### src/rtl/tdm_pkg.sv
// rtl/tdm_pkg.sv - shared constants and helpers for the TDM 8:1 transmit link
//
// Purpose : channel count, select width, FSM state encoding and the
//           channel-number to select-code mapping used by the serializer.
package tdm_pkg;

  localparam int NUM_CH = 8;
  localparam int SEL_W  = 3;
  localparam int GAP_W  = 4;

  localparam logic [1:0] ST_IDLE  = 2'd0;
  localparam logic [1:0] ST_SHIFT = 2'd1;
  localparam logic [1:0] ST_GAP   = 2'd2;

  // Channel k (1..NUM_CH) is routed by the demux when the select equals k-1.
  function automatic logic [SEL_W-1:0] ch_sel(input int ch);
    return SEL_W'(ch - 1);
  endfunction

endpackage

### src/rtl/tdm_sel_counter.sv
// rtl/tdm_sel_counter.sv - small up-counter with clear, enable and terminal flag
//
// Purpose : W-bit counter; clr has priority over en; last is high while the
//           count equals max_val.
// Ports   : clk, rst (async, active high)
//           clr      - synchronous clear to zero
//           en       - increment by one
//           max_val  - terminal count compared against cnt
//           cnt      - current count
//           last     - cnt == max_val
module tdm_sel_counter
  import tdm_pkg::*;
#(
  parameter int W = SEL_W
) (
  input  logic         clk,
  input  logic         rst,
  input  logic         clr,
  input  logic         en,
  input  logic [W-1:0] max_val,
  output logic [W-1:0] cnt,
  output logic         last
);

  always_ff @(posedge clk or posedge rst) begin
    if (rst) begin
      cnt <= '0;
    end else if (clr) begin
      cnt <= '0;
    end else if (en) begin
      cnt <= cnt + W'(1);
    end
  end

  assign last = (cnt == max_val);

endmodule

### src/rtl/tdm_mux8_tx.sv
// rtl/tdm_mux8_tx.sv - 8:1 TDM serializer feeding a 3-bit-select 1:8 demux
//
// Purpose : captures an 8-channel frame on load_valid/load_ready, then drives
//           one channel per cycle on A with its index on S3..S1.
// Ports   : clk, rst (async, active high)
//           load_valid/load_ready - frame load handshake (ready only in IDLE)
//           din        - 8*DW frame, channel k at din[k*DW-1:(k-1)*DW]
//           hold       - receiver stall, only honoured while shifting
//           A          - serialized channel data
//           S3,S2,S1   - channel select MSB..LSB
//           a_valid    - A/S carry a fresh channel this cycle
//           busy       - not IDLE
//           frame_done - one-cycle pulse after channel 8 has gone out
module tdm_mux8_tx
  import tdm_pkg::*;
#(
  parameter int DW        = 1,
  parameter int FRAME_GAP = 1
) (
  input  logic             clk,
  input  logic             rst,
  input  logic             load_valid,
  output logic             load_ready,
  input  logic [8*DW-1:0]  din,
  input  logic             hold,
  output logic [DW-1:0]    A,
  output logic             S3,
  output logic             S2,
  output logic             S1,
  output logic             a_valid,
  output logic             busy,
  output logic             frame_done
);

  localparam logic [GAP_W-1:0] GAP_MAX =
    (FRAME_GAP == 0) ? '0 : GAP_W'(FRAME_GAP - 1);

  logic [1:0]             state;
  logic [NUM_CH*DW-1:0]   shadow;
  logic [SEL_W-1:0]       sel_q;
  logic                   last_q;
  logic [SEL_W-1:0]       sel_cnt;
  logic                   sel_last;
  logic [GAP_W-1:0]       unused_gap_cnt;
  logic                   gap_last;
  logic                   load_fire;
  logic                   advance;
  logic [DW-1:0]          ch_data;

  assign load_ready = (state == ST_IDLE);
  assign busy       = (state != ST_IDLE);
  assign load_fire  = load_ready && load_valid;
  assign advance    = (state == ST_SHIFT) && !hold;

  // The index stops at 7 after the last channel; only a new load returns it to 0.
  tdm_sel_counter #(.W(SEL_W)) u_sel_cnt (
    .clk     (clk),
    .rst     (rst),
    .clr     (load_fire),
    .en      (advance && !sel_last),
    .max_val (SEL_W'(NUM_CH - 1)),
    .cnt     (sel_cnt),
    .last    (sel_last)
  );

  // Cleared as SHIFT hands over to GAP, so GAP lasts exactly FRAME_GAP cycles.
  tdm_sel_counter #(.W(GAP_W)) u_gap_cnt (
    .clk     (clk),
    .rst     (rst),
    .clr     (advance && sel_last),
    .en      (state == ST_GAP),
    .max_val (GAP_MAX),
    .cnt     (unused_gap_cnt),
    .last    (gap_last)
  );

  always_comb begin
    ch_data = '0;
    for (int k = 1; k <= NUM_CH; k++) begin
      if (sel_cnt == ch_sel(k)) begin
        ch_data = shadow[(k-1)*DW +: DW];
      end
    end
  end

  always_ff @(posedge clk or posedge rst) begin
    if (rst) begin
      state      <= ST_IDLE;
      shadow     <= '0;
      A          <= '0;
      sel_q      <= '0;
      a_valid    <= 1'b0;
      last_q     <= 1'b0;
      frame_done <= 1'b0;
    end else begin
      a_valid    <= 1'b0;
      last_q     <= 1'b0;
      // Pulse one cycle after channel 8 is on the line.
      frame_done <= last_q;
      case (state)
        ST_IDLE: begin
          if (load_valid) begin
            shadow <= din;
            state  <= ST_SHIFT;
          end
        end
        ST_SHIFT: begin
          // While held, A and S keep the last channel and a_valid drops.
          if (!hold) begin
            A       <= ch_data;
            sel_q   <= sel_cnt;
            a_valid <= 1'b1;
            if (sel_last) begin
              last_q <= 1'b1;
              state  <= (FRAME_GAP == 0) ? ST_IDLE : ST_GAP;
            end
          end
        end
        ST_GAP: begin
          if (gap_last) begin
            state <= ST_IDLE;
          end
        end
        default: state <= ST_IDLE;
      endcase
    end
  end

  assign S3 = sel_q[2];
  assign S2 = sel_q[1];
  assign S1 = sel_q[0];

endmodule
### config.mk
export PLATFORM = sky130hd
export DESIGN_NAME = tdm_mux8_tx
export DESIGN_NICKNAME = d
export VERILOG_FILES = /design/src/rtl/tdm_pkg.sv /design/src/rtl/tdm_sel_counter.sv /design/src/rtl/tdm_mux8_tx.sv
export SDC_FILE = /design/constraint.sdc
export NUM_CORES = 1
export LEC_CHECK = 0
export ABC_AREA = 1
export CAP_MARGIN = 15
export CORE_MARGIN = 2
export CORE_UTILIZATION = 41
export CTS_BUF_LIST = sky130_fd_sc_hd__clkbuf_2
export DETAILED_ROUTE_END_ITERATION = 8
export PLACE_DENSITY = 0.73
export SLEW_MARGIN = 20
export SYNTH_ARGS = -nofsm -noshare
export SYNTH_HDL_FRONTEND = slang
export SYNTH_SLANG_ARGS = --single-unit
### constraint.sdc
create_clock -name clk -period 1.74 [get_ports clk]
set_input_delay 0.348 -clock clk [delete_from_list [all_inputs] [get_ports clk]]
set_output_delay 0.348 -clock clk [all_outputs]
set_load 0.02 [all_outputs]
==> parameters.txt, run 1 <==
Parameter                              Value

Global route
  Maximum number of pins on one net before global-route repair ... 25
  Number of antenna violations at the first check in global routing ... 0
  Vias in the first global route ... 901
  Global-route wire length before repair ... 4.08 mm
  Aggregate global-route resource usage ... 0.161
  Aggregate global routing overflow ... 0

Floorplan
  Core ar. ... 0.00278 mm2
  Starting utilization of the core area ... 0.432
  I/O pin cnt ... 20
  Die area ... 0.00338 mm2
  Die X-Extent ... 58.2 um
  FP Rows ... 19
  Floorplan die height ... 58.2 um

Hold path
  Min-delay worst type ... in2async

Yosys
  Yosys warning count ... 0
  Sequential area share after synthesis ... 0.499
  Count of state elements after synthesis ... 24
  Post-Synthesis Cell Area ... 0.00120 mm2
  Instance count of the mapped netlist ... 130
  Post-synth cell types ... 24
  Post-Syn Area per Cell ... 9.25 um2
  Net Count, Synth ... 150

STA
  Worst Max-Slew Pin Slew ... 0.302 ns
  Post-route worst setup slack ... 0.101 ns
  RSZ-0062 raised after global routing ... false
  Hold violation count in the final report ... 0
  Shortest clock period the worst path allows after layout ... 1.64 ns
  Total of endpoints with negative setup slack in the final report ... 0
  Fmax ... 0.610 GHz
  Share of the clock period used by the worst path after layout ... 0.942
  Final Max Tran Viols ... 0
  Clk_skew ... 0.0195 ns
  Setup total negative slack ... 0 ns
  Slew headroom ... 0.798

Finish
  Layout filler cell count ... 249
  Core Util, Final ... 0.544
  Signed area change from the synthesized netlist to the final layout ... 25.9%
  Antenna diode instance count ... 0
  Fin nets ... 178
  Count of placed standard cells in the final layout, fillers left out ... 188
  Share of final-layout standard cells stronger than drive strength 1 ... 0.159

Power
  Leak pwr ... 0.802 nW
  Peak supply drop ... 1.00 mV
  Final total power ... 2.22 mW
  Areal power density over the cells ... 1470 mW/mm2

Placement
  Global placer's final weighted congestion ... 0.770
  Cell count after placement ... 183
  Worst slack at placement ... 0.195 ns
  Placed wire-length estimate ... 1.67 mm
  Count of buffers from port buffering ... 19

Worst setup path
  Biggest fanout along the worst timing path ... 1
  Worst R2R Setup Slack ... 0.17 ns
  Worst flop-to-flop path endpoint ... u_gap_cnt.cnt[0]$_DFFE_PP0P_
  Delay contributed by the slowest stage of the critical path ... 0.59 ns
  Top Family by Delay on Critical Path ... buffers and inverters
  Worst R2R Start ... u_sel_cnt.cnt[0]$_DFFE_PP0P_
  Number of cells on the worst reg-to-reg path ... 7
  Crit end category ... primary output
  Buf/Inv on CP ... 1
  CP Data Arrival Time ... 1.29 ns
  Data required time of the critical path ... 1.39 ns
  Critical-path cell list ... clkdlybuf4s50_1
  CP max stage cell ... clkdlybuf4s50_1
  Startpoint class of the critical path ... flip-flop
  Crit Path Class ... reg2out

Status
  Result of the run ... completed

Clocking
  Post-CTS Hold Fix Bufs ... 0
  Deepest level of the CTS H-tree ... 1
  Num CTS Buffers ... 3
  Root buffer cell ... clkbuf_2
  Clock Latency Late Sink ... 0.35 ns
  TritonCTS clock tree ... yes
  Clock edge transition at the registers on the reported setup and hold paths ... 0.24 ns
  # clock sinks ... 24
  Clk buf depth ... 2

Drt
  Routed wire length ... 2.24 mm
  Vias ... 900
  Number of violations reported at the end of detailed-routing iteration 0 ... 21
  Post-DRT Antenna Nets ... 0
  Pre-Repair DR Iteration Count ... 4
  Vias/cell ... 4.79
  DRC viols ... 0
  Average detailed-routed wire length per instance ... 11.9 um

Flow run
  Max Cap Viol ... 0
## metal layers
layer	up-vias	track usage	wire length, um
met5	-	0	0
met4	0	0.0299	19
met3	4	0.0513	153
met2	23	0.276	1080
met1	416	0.202	980
li1	457	-	-
## synthesized netlist by cell type, drive strengths merged
library cell | number | area share
o21ai | 12 | 0.053
a31oi | 1 | 0.0052
nor3b | 1 | 0.0062
nand3 | 4 | 0.031
inv | 21 | 0.070
a21oi | 3 | 0.012
o22ai | 1 | 0.010
nor3 | 1 | 0.0042
nand2 | 45 | 0.15
ha | 8 | 0.083
o211a | 1 | 0.0083
dfrtp | 24 | 0.50
o21bai | 1 | 0.0062
nor2 | 6 | 0.051
nand4 | 1 | 0.0052
## sequential cells by signal, indices dropped and copies added, names as in the netlist
name and cells:
sel_q 3, last_q 1, u_gap_cnt.cnt 4, state 2, u_sel_cnt.cnt 3, shadow 8
a_valid 1, A 1, frame_done 1
## cells in the final DEF, fill, tap and decap left out, types with 2 or more instances in the layout
master           count
o21ai_0              6
o21ai_1              5
nand2_1             44
dfrtp_1             24
dlygate4sd2_1        2
inv_1               15
a21oi_1              3
nor2_4               2
nand3_1              2
dlymetal6s2s_1       4
buf_4                4
inv_2                5
nor2_2               3
clkdlybuf4s50_1     12
ha_1                 8
clkbuf_2             3
## cell families (layout without fill, tap and decap cells)
group                    count (synthesis)  in the layout  synth area share
adder cells (fa/ha/maj)                  8              8            0.0832
flip-flops                              24             24             0.499
buffers and inverters                   21             48            0.0697
AO/OA/AOI/OAI                           19             19            0.0957
AND/OR/NAND/NOR                         58             58             0.252
## worst max-delay path by stage
stage | from | to | slack (ns) | depth (start not counted)
finish | frame_done$_DFF_PP0_ | frame_done | 0.10 | 1
global route | frame_done$_DFF_PP0_ | frame_done | 0.008 | 1
CTS | A$_DFFE_PP0P_ | A | 0.003 | 1
detailed placement | u_sel_cnt.cnt[0]$_DFFE_PP0P_ | u_gap_cnt.cnt[0]$_DFFE_PP0P_ | 0.20 | 7
global placement | state[1]$_DFFE_PP0P_ | load_ready | 0.24 | 2
floorplan | u_sel_cnt.cnt[0]$_DFFE_PP0P_ | u_gap_cnt.cnt[3]$_DFFE_PP0P_ | 0.36 | 7
## repair_timing
action / CTS / global route
endpoints found under the hold margin: 0 / 0
buffers inserted: 1 / 0
gates resized for setup: 3 / 5
setup endpoints to repair: 3 / 5
## where the power goes
part,leakage [nW],internal [mW],switching (mW),total (mW)
Sequential,0.305,0.756,0.128,0.884
Combinational,0.471,0.409,0.560,0.969
Clock,0.0266,0.198,0.171,0.369
## through the flow
step                hold slack, ns  area (um2)
floorplan                    0.331        1200
global placement             0.339        1450
detailed placement           0.336        1450
CTS                          0.297        1500
global route                 0.290        1510
finish                       0.301        1510
## layout make-up
| type | instances | area [um2] | area share |
|---|---|---|---|
| flip-flops and latches | 24 | 601 | 0.397 |
| multi-input cells | 85 | 518 | 0.342 |
| repair buffers | 23 | 228 | 0.150 |
| inverters | 21 | 83.8 | 0.0554 |
| well taps | 31 | 38.8 | 0.0256 |
| clock inverters | 1 | 30.0 | 0.0198 |
| clock buffers | 3 | 15.0 | 0.00992 |
Note: power is estimated with default switching activity, not from simulation.
==> run 2, diff against run 1 <==
--- a/config.mk
+++ b/config.mk
@@ -8,11 +8,12 @@
 export ABC_AREA = 1
 export CAP_MARGIN = 15
 export CORE_MARGIN = 2
-export CORE_UTILIZATION = 41
+export CORE_UTILIZATION = 42
 export CTS_BUF_LIST = sky130_fd_sc_hd__clkbuf_2
 export DETAILED_ROUTE_END_ITERATION = 8
-export PLACE_DENSITY = 0.73
+export PLACE_DENSITY = 0.74
 export SLEW_MARGIN = 20
 export SYNTH_ARGS = -nofsm -noshare
 export SYNTH_HDL_FRONTEND = slang
 export SYNTH_SLANG_ARGS = --single-unit
+export TNS_END_PERCENT = 5
==> parameters.txt, run 2 (synthesis gave the netlist of run 1 again) <==
Parameter                              Value

Drt
  Pre-Repair DR Iteration Count ... 4
  DRC viols ... 0
  Post-DRT Antenna Nets ... 0
  Vias ... 889
  Average detailed-routed wire length per instance ... 11.9 um
  Number of violations reported at the end of detailed-routing iteration 0 ... 23
  Routed wire length ... 2.23 mm
  Vias/cell ... 4.75

Clocking
  Num CTS Buffers ... 3
  Number of setup buffers added after CTS ... 0
  TritonCTS clock tree ... yes
  Clk buf depth ... 2
  Clock edge transition at the registers on the reported setup and hold paths ... 0.25 ns
  Clock Latency Late Sink ... 0.35 ns
  # clock sinks ... 24
  Root buffer cell ... clkbuf_2
  Post-CTS Hold Fix Bufs ... 0
  Deepest level of the CTS H-tree ... 1

Worst setup path
  Critical Path Source ... frame_done$_DFF_PP0_
  Buf/Inv on CP ... 1
  Critical-path cell list ... clkdlybuf4s50_1
  Worst R2R Setup Slack ... 0.18 ns
  Biggest fanout along the worst timing path ... 1
  CP max stage cell ... clkdlybuf4s50_1
  Delay contributed by the slowest stage of the critical path ... 0.59 ns
  WP depth ... 1
  Startpoint class of the critical path ... flip-flop
  Number of cells on the worst reg-to-reg path ... 7
  Crit Path Class ... reg2out
  Worst R2R Start ... u_sel_cnt.cnt[0]$_DFFE_PP0P_
  Data required time of the critical path ... 1.39 ns
  Top Family by Delay on Critical Path ... buffers and inverters
  Worst flop-to-flop path endpoint ... u_gap_cnt.cnt[1]$_DFFE_PP0P_
  Worst setup path endpoint ... frame_done
  Crit end category ... primary output
  CP Data Arrival Time ... 1.29 ns

Finish
  Signed area change from the synthesized netlist to the final layout ... 25.4%
  Fin nets ... 177
  Layout filler cell count ... 248
  Multi-input combinational cell area ... 518 um2
  Core Util, Final ... 0.551
  Antenna diode instance count ... 0
  Reg area ... 602 um2
  Most common library cell in the layout ignoring fill and taps ... nand2_1
  Post-route design area ... 0.00151 mm2
  Count of placed standard cells in the final layout, fillers left out ... 187
  Most frequent cells in the layout ... 44 x nand2_1, 23 x dfrtp_1, 15 x inv_1
  Largest Register ... shadow
  Largest registers ... shadow (8), u_gap_cnt.cnt (4)
  Max FFs per register ... 8
  Share of final-layout standard cells stronger than drive strength 1 ... 0.167

STA
  Slew headroom ... 0.797
  RSZ-0062 raised after global routing ... false
  Total of endpoints with negative setup slack in the final report ... 0
  Clk_skew ... 0.0234 ns
  Setup total negative slack ... 0 ns
  Share of the clock period used by the worst path after layout ... 0.942
  Worst Max-Slew Pin Slew ... 0.305 ns
  Tightest hold margin ... 0.286 ns
  Hold violation count in the final report ... 0
  Shortest clock period the worst path allows after layout ... 1.64 ns
  Post-route worst setup slack ... 0.102 ns
  Final Max Tran Viols ... 0
  Fmax ... 0.610 GHz

Power
  Switching share of power ... 0.387
  Switching power summed over all nets ... 862 uW
  Final total power ... 2.23 mW
  Areal power density over the cells ... 1480 mW/mm2
  Internal power of the cells ... 1.36 mW
  Clock group share of total power ... 0.166
  Peak supply drop ... 0.921 mV
  Share of power burned in combinational logic ... 0.435
  Leak pwr ... 0.802 nW
  Register share of total power ... 0.398

Placement
  Placed wire-length estimate ... 1.71 mm
  Worst slack at placement ... 0.183 ns
  Global placer's final weighted congestion ... 0.757
  Area of placed instances ... 0.00145 mm2
  Count of buffers from port buffering ... 19
  Cell count after placement ... 183

Status
  Result of the run ... completed

Global route
  Aggregate global routing overflow ... 0
  Maximum number of pins on one net before global-route repair ... 25
  Global-route wire length before repair ... 3.89 mm
  Number of antenna violations at the first check in global routing ... 0
  Vias in the first global route ... 936
  Aggregate global-route resource usage ... 0.150

Floorplan
  Die X-Extent ... 57.5 um
  FP Rows ... 19
  Starting utilization of the core area ... 0.440
  Core ar. ... 0.00273 mm2
  Floorplan die height ... 57.5 um
  I/O pin cnt ... 20
  Die area ... 0.00331 mm2

Hold path
  Min-delay worst type ... in2async

Flow run
  Max Cap Viol ... 0
## run 2: layout make-up
type | count | area share
clock inverter | 1 | 0.0199
sequential | 24 | 0.399
inverter | 21 | 0.0556
timing repair buffer | 22 | 0.146
multi-input combinational | 85 | 0.344
clock buffer | 3 | 0.00996
tap | 31 | 0.0257
## run 2: worst min-delay path by stage
stage	startpoint	to	slack, ns	depth (start not counted)
after global placement	last_q$_DFF_PP0_	frame_done$_DFF_PP0_	0.34	0
after floorplan	last_q$_DFF_PP0_	frame_done$_DFF_PP0_	0.33	0
after global routing	rst	a_valid$_DFF_PP0_	0.30	3
after CTS	rst	sel_q[2]$_DFFE_PP0P_	0.30	3
after detailed placement	last_q$_DFF_PP0_	frame_done$_DFF_PP0_	0.34	0
final	rst	A$_DFFE_PP0P_	0.29	3
## run 2: routing by layer
metal / GRT usage / up-vias / part of all wire
met1: 0.167 / 409 / 0.43
met2: 0.284 / 17 / 0.51
li1: - / 461 / -
met3: 0.0476 / 2 / 0.052
met5: 0 / - / 0
met4: 0.0199 / 0 / 0.0058
## run 2: timing repair
action / CTS / global route
resized for setup: 3 / 8
endpoints found under the setup margin: 2 / 7
cloned: 0 / 0
## run 2: power groups by stage
stage | registers, mW | logic, mW | clock network [mW]
final | 0.887 | 0.968 | 0.371
after global routing | 0.914 | 1.10 | 0.408
after CTS | 0.892 | 0.999 | 0.379
after detailed placement | 0.901 | 1.01 | 0
after global placement | 0.893 | 0.971 | 0
after floorplan | 0.941 | 0.621 | 0
==> patch: new RTL, flow settings as in run 2 <==
Make the reset (`rst`) synchronous in 2 clocked blocks. Comments in the files are not updated.
--- a/src/rtl/tdm_sel_counter.sv
+++ b/src/rtl/tdm_sel_counter.sv
@@ -22,7 +22,7 @@
   output logic         last
 );
 
-  always_ff @(posedge clk or posedge rst) begin
+  always_ff @(posedge clk) begin
     if (rst) begin
       cnt <= '0;
     end else if (clr) begin
--- a/src/rtl/tdm_mux8_tx.sv
+++ b/src/rtl/tdm_mux8_tx.sv
@@ -83,7 +83,7 @@
     end
   end
 
-  always_ff @(posedge clk or posedge rst) begin
+  always_ff @(posedge clk) begin
     if (rst) begin
       state      <= ST_IDLE;
       shadow     <= '0;
Function: differs if rst is asserted again (counterexample within 4 cycles, from zero or initial values and one cycle with rst high); with rst held inactive, the same outputs for 10 cycles.
==> patch against run 2 <==
Sequential cell count unchanged. Routed wire length fell by 7.3%. Final area down 8.1%. Sequential share of layout area fell by 5.2 points. Non-clock buffer count is the same. Area after synthesis shrank 8.6%. Setup slack worse by 0.025 ns. Critical path type unchanged.
Power is not compared: it rests on default switching activity, and its combinational part moved more than twofold at a synthesized area within 25%.
==> patch: results (changes against run 2) <==
- Status: completed
- Yosys warnings: 0 (unchanged)
- Ant diodes: 0 (unchanged)
- Drt pass-1 iters: 4 (unchanged)
- Met2 GRT Util: 0.300 (+0.0155)
- GR Util met1: 0.171 (+0.00391)
- Setup TNS: 0 ns (unchanged)
- H-tree levels: 1 (unchanged)
- Initial antenna violation count: 0 (unchanged)
- Drt initial violations: 11 (-52%)
- Cts bufs inserted: 3 (unchanged)
- Yosys cell types: 20 (-17%)
- CP max stage delay: 0.60 ns
- CTS resizes: 2 (-1)
- Ys async rst share: 0 (-1.00)
- Max VDD drop: 0.417 mV
- Fill cell count: 241 (-2.8%)
- WL met3: 68 um (-41%)
- P_leak: 0.632 nW
- Post-CTS setup buffers: 0 (unchanged)
- Largest regs: shadow x8, u_gap_cnt.cnt x4
- Gr usage total: 0.159 (+0.00877)
- RePlAce Congestion: 0.826 (+9.1%)
- Fraction of layout cells with a size suffix above 1: 0.0941 (-0.0725)
- Routed metal-1 wire length: 937 um (-3.2%)
- Top cells by count, synth: nor2_1 (28), nand2_1 (25), dfxtp_1 (24)
- Top Metal Used: met4
- Part of the Yosys area used for sequential elements: 0.437 (-0.0621)
- Hold WC Path Type: reg2reg
- Root Driver: clkbuf_2
- Delay-heaviest family, CP: buffers and inverters
- Number of port buffers: 19 (unchanged)
- Top_reg_cell synth: dfxtp_1
- NumNets Final: 191 (+7.9%)
- Total congestion overflow: 0 (unchanged)
- WP data arrival: 1.32 ns (+0.03 ns)
- Max Root-Sink Buffers: 2 (unchanged)
- First-pass GRT wire length: 3460 um (-11%)
- Routed WL: 2070 um (-7.3%)
- Synth Net Count: 166 (+11%)
- Latest clock arrival within the worst-skew pair: 0.33 ns (-0.02 ns)
- Global routing usage on met3: 0.0269 (-0.0207)
- Routed met2 length: 1030 um (-8.6%)
- Worst-case clock skew: 0.00120 ns (-0.0222 ns)
- Vias in the first global route: 862 (-7.9%)
- CTS clk-pin slew, worst paths: 0.22 ns (-0.03 ns)
- Pin count of the biggest net entering global routing: 15 (-40%)
- Crit-path max FO: 2 (+1)
- Slew Limit Headroom: 0.797 (about the same)
- Synth area leaders: dfxtp_1 (44%), nor2_1 (9.6%), ha_1 (9.1%), nand2_1 (8.5%), a21oi_1 (5.9%)
- Via/cell ratio: 4.78 (+0.44%)
- HPWL after DPL: 1580 um (-7.7%)
- CP max stage cell: clkdlybuf4s50_1
patch: stage by stage:
step / cells / total power, mW / setup WS, ns / hold WS [ns] / cell area, um^2
after floorplan: 146 / 0.699 / 0.400 / 0.388 / 1100
after global placement: 196 / 0.767 / 0.177 / 0.396 / 1340
after detailed placement: 196 / 0.771 / 0.153 / 0.396 / 1340
after CTS: 200 / 1.13 / 0.0457 / 0.424 / 1380
after global routing: 200 / 1.17 / 0.00734 / 0.435 / 1390
final: 200 / 1.12 / 0.0765 / 0.422 / 1390
patch: area by class of cell:
cell class	count	area share
Multi-Input combinational cell	100	0.384
Sequential cell	24	0.347
Timing Repair Buffer	22	0.154
Inverter	20	0.0560
Tap cell	30	0.0271
Clock inverter	1	0.0217
Clock buffer	3	0.0108
patch: where the power goes:
part,switching (mW),internal (mW)
clock,0.165,0.198
sequential,0.0146,0.578
combinational,0.0903,0.0736
patch: cell families (layout without fill, tap and decap cells):
group | Yosys count | in the layout | synth area share
xor+xnor | 2 | 2 | 0.0159
fa+ha+maj | 8 | 8 | 0.0911
simple gates | 62 | 62 | 0.249
compound gates | 28 | 28 | 0.128
buf+inv | 22 | 46 | 0.0786
flops | 24 | 24 | 0.437
patch: worst paths after layout:
check | startpoint | to | slack (ns) | cells past startpoint
worst max-delay path | sel_q[2]$_SDFFE_PP0P_ | S3 | 0.08 | 1
worst min-delay path | last_q$_SDFF_PP0_ | frame_done$_SDFF_PP0_ | 0.42 | 2
worst max register to register | u_sel_cnt.cnt[0]$_SDFFE_PP0P_ | A$_SDFFE_PP0P_ | 0.22 | 13
worst min register to register | last_q$_SDFF_PP0_ | frame_done$_SDFF_PP0_ | 0.42 | 2
